`src/rtl/crf_lut_pkg.sv`:
```
// Shared types and helpers for the multi-channel CRF lookup table.
// Identity curve and packed-field indexing live here.
package crf_lut_pkg;

  typedef enum logic [1:0] {
    INIT,
    RUN,
    SWAP_PEND
  } state_e;

  function automatic logic [31:0] crf_ident(
    logic [31:0] addr,
    int          in_w,
    int          out_w
  );
    return addr << (out_w - in_w);
  endfunction

  function automatic int fld_lo(int c, int w);
    return c * w;
  endfunction

endpackage

```
`src/rtl/crf_lut_bank.sv`:
```
// One channel's double-buffered CRF table: two 2^IN_W x OUT_W banks,
// synchronous write port and registered read port.
module crf_lut_bank #(
  parameter int IN_W  = 5,
  parameter int OUT_W = 8
) (
  input  logic             clk,
  input  logic             rst_n,
  input  logic             we_i,
  input  logic             wboth_i,
  input  logic             wbank_i,
  input  logic [IN_W-1:0]  waddr_i,
  input  logic [OUT_W-1:0] wdata_i,
  input  logic             re_i,
  input  logic             rbank_i,
  input  logic [IN_W-1:0]  raddr_i,
  output logic [OUT_W-1:0] rdata_o
);

  localparam int DEPTH = 1 << IN_W;

  logic [OUT_W-1:0] mem0_q [DEPTH];
  logic [OUT_W-1:0] mem1_q [DEPTH];
  logic [OUT_W-1:0] rdata_q;

  // Table storage survives reset; only the read register clears.
  always_ff @(posedge clk) begin
    if (we_i && (wboth_i || !wbank_i)) begin
      mem0_q[waddr_i] <= wdata_i;
    end
    if (we_i && (wboth_i || wbank_i)) begin
      mem1_q[waddr_i] <= wdata_i;
    end
  end

  always_ff @(posedge clk or negedge rst_n) begin
    if (!rst_n) begin
      rdata_q <= '0;
    end else if (re_i) begin
      rdata_q <= rbank_i ? mem1_q[raddr_i]
                         : mem0_q[raddr_i];
    end
  end

  assign rdata_o = rdata_q;

endmodule

```
`src/rtl/crf_lut_mc.sv`:
```
// Multi-channel runtime-loadable CRF LUT with shadow-bank swap.
// CRF_LUT_INIT_EN: load identity curve into all banks after reset.
module crf_lut_mc
  import crf_lut_pkg::*;
#(
  parameter int IN_W  = 5,
  parameter int OUT_W = 8,
  parameter int CH    = 3
) (
  input  logic                  clk,
  input  logic                  rst_n,
  input  logic                  clk_en,
  input  logic                  in_valid,
  input  logic [CH*IN_W-1:0]    pixel,
  output logic                  out_valid,
  output logic [CH*OUT_W-1:0]   data,
  input  logic                  ld_valid,
  output logic                  ld_ready,
  input  logic [$clog2(CH)-1:0] ld_ch,
  input  logic [IN_W-1:0]       ld_addr,
  input  logic [OUT_W-1:0]      ld_data,
  input  logic                  swap_req,
  output logic                  swap_done,
  output logic                  active_bank
);

  state_e state_q, state_d;

  logic                 s1_valid_q;
  logic [CH*IN_W-1:0]   s1_pix_q;
  logic                 out_valid_q;
  logic                 active_bank_q;
  logic                 swap_done_q;

  logic                 ld_fire;
  logic                 swap_fire;
  logic                 pipe_empty;
  logic                 init_we;
  logic                 init_last;
  logic [IN_W-1:0]      init_addr;
  logic [IN_W-1:0]      waddr;
  logic [OUT_W-1:0]     wdata;

`ifdef CRF_LUT_INIT_EN
  localparam state_e RST_ST = INIT;

  logic [IN_W-1:0] cnt_q;

  always_ff @(posedge clk or negedge rst_n) begin
    if (!rst_n) begin
      cnt_q <= '0;
    end else if (state_q == INIT) begin
      cnt_q <= cnt_q + 1'b1;
    end
  end

  assign init_we   = (state_q == INIT);
  assign init_addr = cnt_q;
  assign init_last = &cnt_q;
`else
  localparam state_e RST_ST = RUN;

  assign init_we   = 1'b0;
  assign init_addr = '0;
  assign init_last = 1'b0;
`endif

  assign ld_ready = (state_q == RUN);
  assign ld_fire  = ld_valid && ld_ready
                 && (int'(ld_ch) < CH);

  // Nothing in flight and nothing entering this cycle.
  assign pipe_empty = !s1_valid_q && !out_valid_q
                   && !(in_valid && clk_en);
  assign swap_fire  = (state_q == SWAP_PEND) && pipe_empty;

  assign waddr = init_we ? init_addr : ld_addr;
  assign wdata = init_we
               ? OUT_W'(crf_ident(32'(init_addr), IN_W, OUT_W))
               : ld_data;

  always_comb begin
    state_d = state_q;
    unique case (state_q)
      INIT:      if (init_last) state_d = RUN;
      RUN:       if (swap_req)  state_d = SWAP_PEND;
      SWAP_PEND: if (swap_fire) state_d = RUN;
      default:   state_d = RUN;
    endcase
  end

  always_ff @(posedge clk or negedge rst_n) begin
    if (!rst_n) begin
      state_q       <= RST_ST;
      s1_valid_q    <= 1'b0;
      s1_pix_q      <= '0;
      out_valid_q   <= 1'b0;
      active_bank_q <= 1'b0;
      swap_done_q   <= 1'b0;
    end else begin
      state_q     <= state_d;
      swap_done_q <= swap_fire;
      if (swap_fire) begin
        active_bank_q <= ~active_bank_q;
      end
      if (clk_en) begin
        s1_valid_q  <= in_valid && (state_q != INIT);
        s1_pix_q    <= pixel;
        out_valid_q <= s1_valid_q;
      end
    end
  end

  for (genvar c = 0; c < CH; c++) begin : g_ch
    crf_lut_bank #(
      .IN_W  (IN_W),
      .OUT_W (OUT_W)
    ) u_bank (
      .clk     (clk),
      .rst_n   (rst_n),
      .we_i    (init_we || (ld_fire && (int'(ld_ch) == c))),
      .wboth_i (init_we),
      .wbank_i (~active_bank_q),
      .waddr_i (waddr),
      .wdata_i (wdata),
      .re_i    (clk_en),
      .rbank_i (active_bank_q),
      .raddr_i (s1_pix_q[fld_lo(c, IN_W) +: IN_W]),
      .rdata_o (data[fld_lo(c, OUT_W) +: OUT_W])
    );
  end

  assign out_valid   = out_valid_q;
  assign swap_done   = swap_done_q;
  assign active_bank = active_bank_q;

endmodule

```
`config.mk`:
```
export PLATFORM = sky130hd
export DESIGN_NAME = crf_lut_mc
export DESIGN_NICKNAME = d
export VERILOG_FILES = /design/src/rtl/crf_lut_pkg.sv /design/src/rtl/crf_lut_bank.sv /design/src/rtl/crf_lut_mc.sv
export SDC_FILE = /design/constraint.sdc
export NUM_CORES = 1
export LEC_CHECK = 0
export ABC_AREA = 1
export BUFFER_PORTS_ARGS = -buffer_cell sky130_fd_sc_hd__buf_4
export CAP_MARGIN = 20
export CORE_ASPECT_RATIO = 2
export CORE_MARGIN = 10
export CORE_UTILIZATION = 47
export DETAILED_ROUTE_END_ITERATION = 10
export PLACE_DENSITY = 0.67
export SLEW_MARGIN = 15
export SYNTH_ARGS = -nofsm -noshare
export SYNTH_HDL_FRONTEND = slang
export SYNTH_SLANG_ARGS = --single-unit
```
`constraint.sdc`:
```
create_clock -name clk -period 2.89 [get_ports clk]
set_clock_uncertainty 0.1 [all_clocks]
set_input_delay 0 -clock clk [delete_from_list [all_inputs] [get_ports clk]]
set_output_delay 0 -clock clk [all_outputs]
set_load 0.005 [all_outputs]
```
==> metrics.md <==
| Metric | Value |
|---|---|
| Status | finished, final reports clean |
| Core ar. | 137000 µm² |
| Multi-input gate area | 15000 µm² |
| Clock tree sinks | 1581 |
| Final Hold Viols | 0 |
| Vias in the first global route | 42512 |
| Final setup vio count | 0 |
| Ys Warns | 0 |
| Synth top area share | 0.714 |
| Die area | 154000 µm² |
| Seq/Total Area, Yosys | 0.731 |
| Pins Over Slew Limit | 0 |
| Leak | 26.5 nW |
| Final HPWL DP | 115000 µm |
| CP startpoint kind | flop |
| Tcrit/Tclk final | 0.932 |
| Commonest non-fill, non-tap cell in the layout | nand2_1 |
| Cell Area, Synth | 64600 µm² |
| Vias per inst | 5.69 |
| Post-Route WL | 180000 µm |
| Final Instance Area | 73500 µm² |
| WS Path Type | reg -> reg |
| Antenna violations before repair | 4 |
| Synthesis-to-finish area growth | 13.6% |
| First-pass GRT wire length | 268000 µm |
| CP Max Fanout | 16 |
| Worst path max stage delay | 0.53 ns |
| Buffer count from post-CTS setup fixing | 0 |
| Cell count after synthesis | 5474 |
| CTS H-tree depth | 4 |
| Largest net degree at the start of global routing | 119 |
| Synth Register Bits | 1581 |
| Peak VDD IR | 658 µV |
| Fmax | 371 MHz |
| Root Driver | clkbuf_16 |
| Synth area leader | edfxtp_1 |
| Grt ovf | 0 |
| # port buffers | 63 |
| Fraction of layout cells with a size suffix above 1 | 0.105 |
| Nets | 5771 |
| Clock latency at the later pin of the worst-skew pair | 0.80 ns |
| Worst slew margin | 0.463 |
| Final Total Pwr | 49.4 mW |
| Synth top area cells | edfxtp_1 71%, nand2_1 11%, nand3_1 11%, dfrtp_1 1.7%, buf_2 1.3% |
| DRT antenna net count | 0 |
| Max cap viols | 0 |
| WL/cell | 23.8 µm |
| CTS clk-pin slew, worst paths | 0.07 ns |
| Worst Tran Pin Value | 0.803 ns |
| Clock tree from TritonCTS | done |
| Starting Density | 0.473 |
| CP arrival | 3.09 ns |
| Die Ht | 544 µm |
| Drt pass-1 iters | 6 |
| Type of the tightest min-delay check | in -> reg |
| Power Density | 672 nW/µm² |
| Rows | 192 |
| # placed instances | 7262 |
| Mapped Nets | 5510 |
| FF/Latch Area | 47300 µm² |
| Tot GR Track Use | 0.236 |
| Most frequent cells in the layout | 1883 x nand2_1, 1536 x edfxtp_1, 1394 x nand3_1 |
| Routability congestion estimate from global placement | 0.950 |
| IO Pins | 64 |
| DP Area | 68200 µm² |
| Worst EP required | 3.29 ns |
| Crit-path cells | inv_1 > nor2_1 > nand2_1 > nor3_1 > buf_4 > nand2_1 > buf_12 > nor2_1 > buf_4 |
| Synth Area per Inst | 11.8 µm² |
| Final Util | 0.537 |
| Bufs on Longest Clock Path | 3 |
| Iter 0 DRT Violations | 4373 |
| Filler Cells Inserted | 11178 |
| Worst Setup End Kind | flop |
| Routed via count | 43188 |
| Synth unique cells | 23 |
| RSZ-0062 raised after global routing | no |
| Num CTS Buffers | 132 |
| Die span in x | 282 µm |
| Post-Layout Cell Count | 7587 |
| Slowest cell on the critical path | dfstp_2 |
| Tmin final | 2.69 ns |
| Detailed-route DRC error count | 0 |
| TNS Setup | 0 ns |
## cell type report
cell class,count,share of cell area
Sequential cell,1581,0.644
Multi-Input combinational cell,3506,0.204
Timing Repair Buffer,485,0.0621
Clock buffer,158,0.0475
Tap cell,1746,0.0297
Clock inverter,81,0.0117
Inverter,29,0.00179
Antenna cell,1,0.0000341
## Yosys cell counts
library cell     n
buf_1           32
buf_12           2
buf_2          167
buf_4           41
buf_6           71
buf_8            4
clkbuf_1        41
clkinv_1         4
dfrtp_1         44
dfstp_2          1
edfxtp_1      1536
inv_1           22
inv_4            1
inv_6            2
nand2_1       1883
nand3_1       1394
nand4_1          2
nor2_1         198
nor3_1          10
o21ai_0         16
o22ai_1          1
o31ai_1          1
xor2_1           1
## report_power, final
| group | switching [mW] | leakage (nW) | internal, mW |
|---|---|---|---|
| registers | 0.261 | 14.3 | 25.3 |
| logic | 4.00 | 10.1 | 1.71 |
| clock network | 8.37 | 2.11 | 9.69 |
## cell families (layout without fill, tap and decap cells)
group	Yosys count	after routing	share of synthesized area
AO/OA/AOI/OAI	18	18	0.00145
other	0	1	0
XOR/XNOR	1	1	0.000136
buffers and inverters	387	753	0.0377
AND/OR/NAND/NOR	3487	3487	0.230
flip-flops	1581	1581	0.731
## final timing paths
kind | from | end | slack, ns | cells after the start
hold / removal | pixel[5] | s1_pix_q[5]$_DFFE_PN0P_ | 0.04 | 4
setup reg to reg | state_q[0]$_DFFE_PN1P_ | g_ch[1].u_bank.mem0_q[11][5]$_DFFE_PP_ | 0.20 | 9
setup / recovery | state_q[0]$_DFFE_PN1P_ | g_ch[1].u_bank.mem0_q[11][5]$_DFFE_PP_ | 0.20 | 9
min in group asynchronous | rst_n | state_q[0]$_DFFE_PN1P_ | 0.28 | 3
max in group asynchronous | rst_n | s1_pix_q[11]$_DFFE_PN0P_ | 2.03 | 4
hold reg to reg | g_ch[2].u_bank.rdata_o[5]$_DFFE_PN0P_ | g_ch[2].u_bank.rdata_o[5]$_DFFE_PN0P_ | 0.39 | 2
## per-layer routing
layer | track usage | routed length [µm]
met5 | 0 | 31
met4 | 0.170 | 13900
met3 | 0.0319 | 12100
met2 | 0.412 | 93400
met1 | 0.261 | 61100
## through the flow
stage / hold slack (ns) / setup slack [ns]
floorplan: -0.396 / 0.716
finish: 0.0443 / 0.195
global route: 0.0495 / 0.0102
detailed placement: 0.0349 / 0.265
CTS: 0.0472 / 0.226
global placement: 0.0221 / 0.252
## sequential cells by signal, indices dropped and copies added, names as in the netlist
register             count
s1_pix_q                15
g_ch.u_bank.rdata_o     24
g_ch.u_bank.mem0_q     768
active_bank              1
g_ch.u_bank.mem1_q     768
swap_done                1
s1_valid_q               1
out_valid                1
state_q                  2
## critical path: cells and delay by family, from the launching register on
kind / cells / cell delay, ns
buffers and inverters: 4 / 0.73
AND/OR/NAND/NOR: 5 / 1.04
flip-flops: 1 / 0.53
## repair_timing
item,in CTS,in global routing
endpoints found under the hold margin,1665,0
hold buffers,85,0
gates resized for setup,0,0
Power figures use the tool's default switching activity.
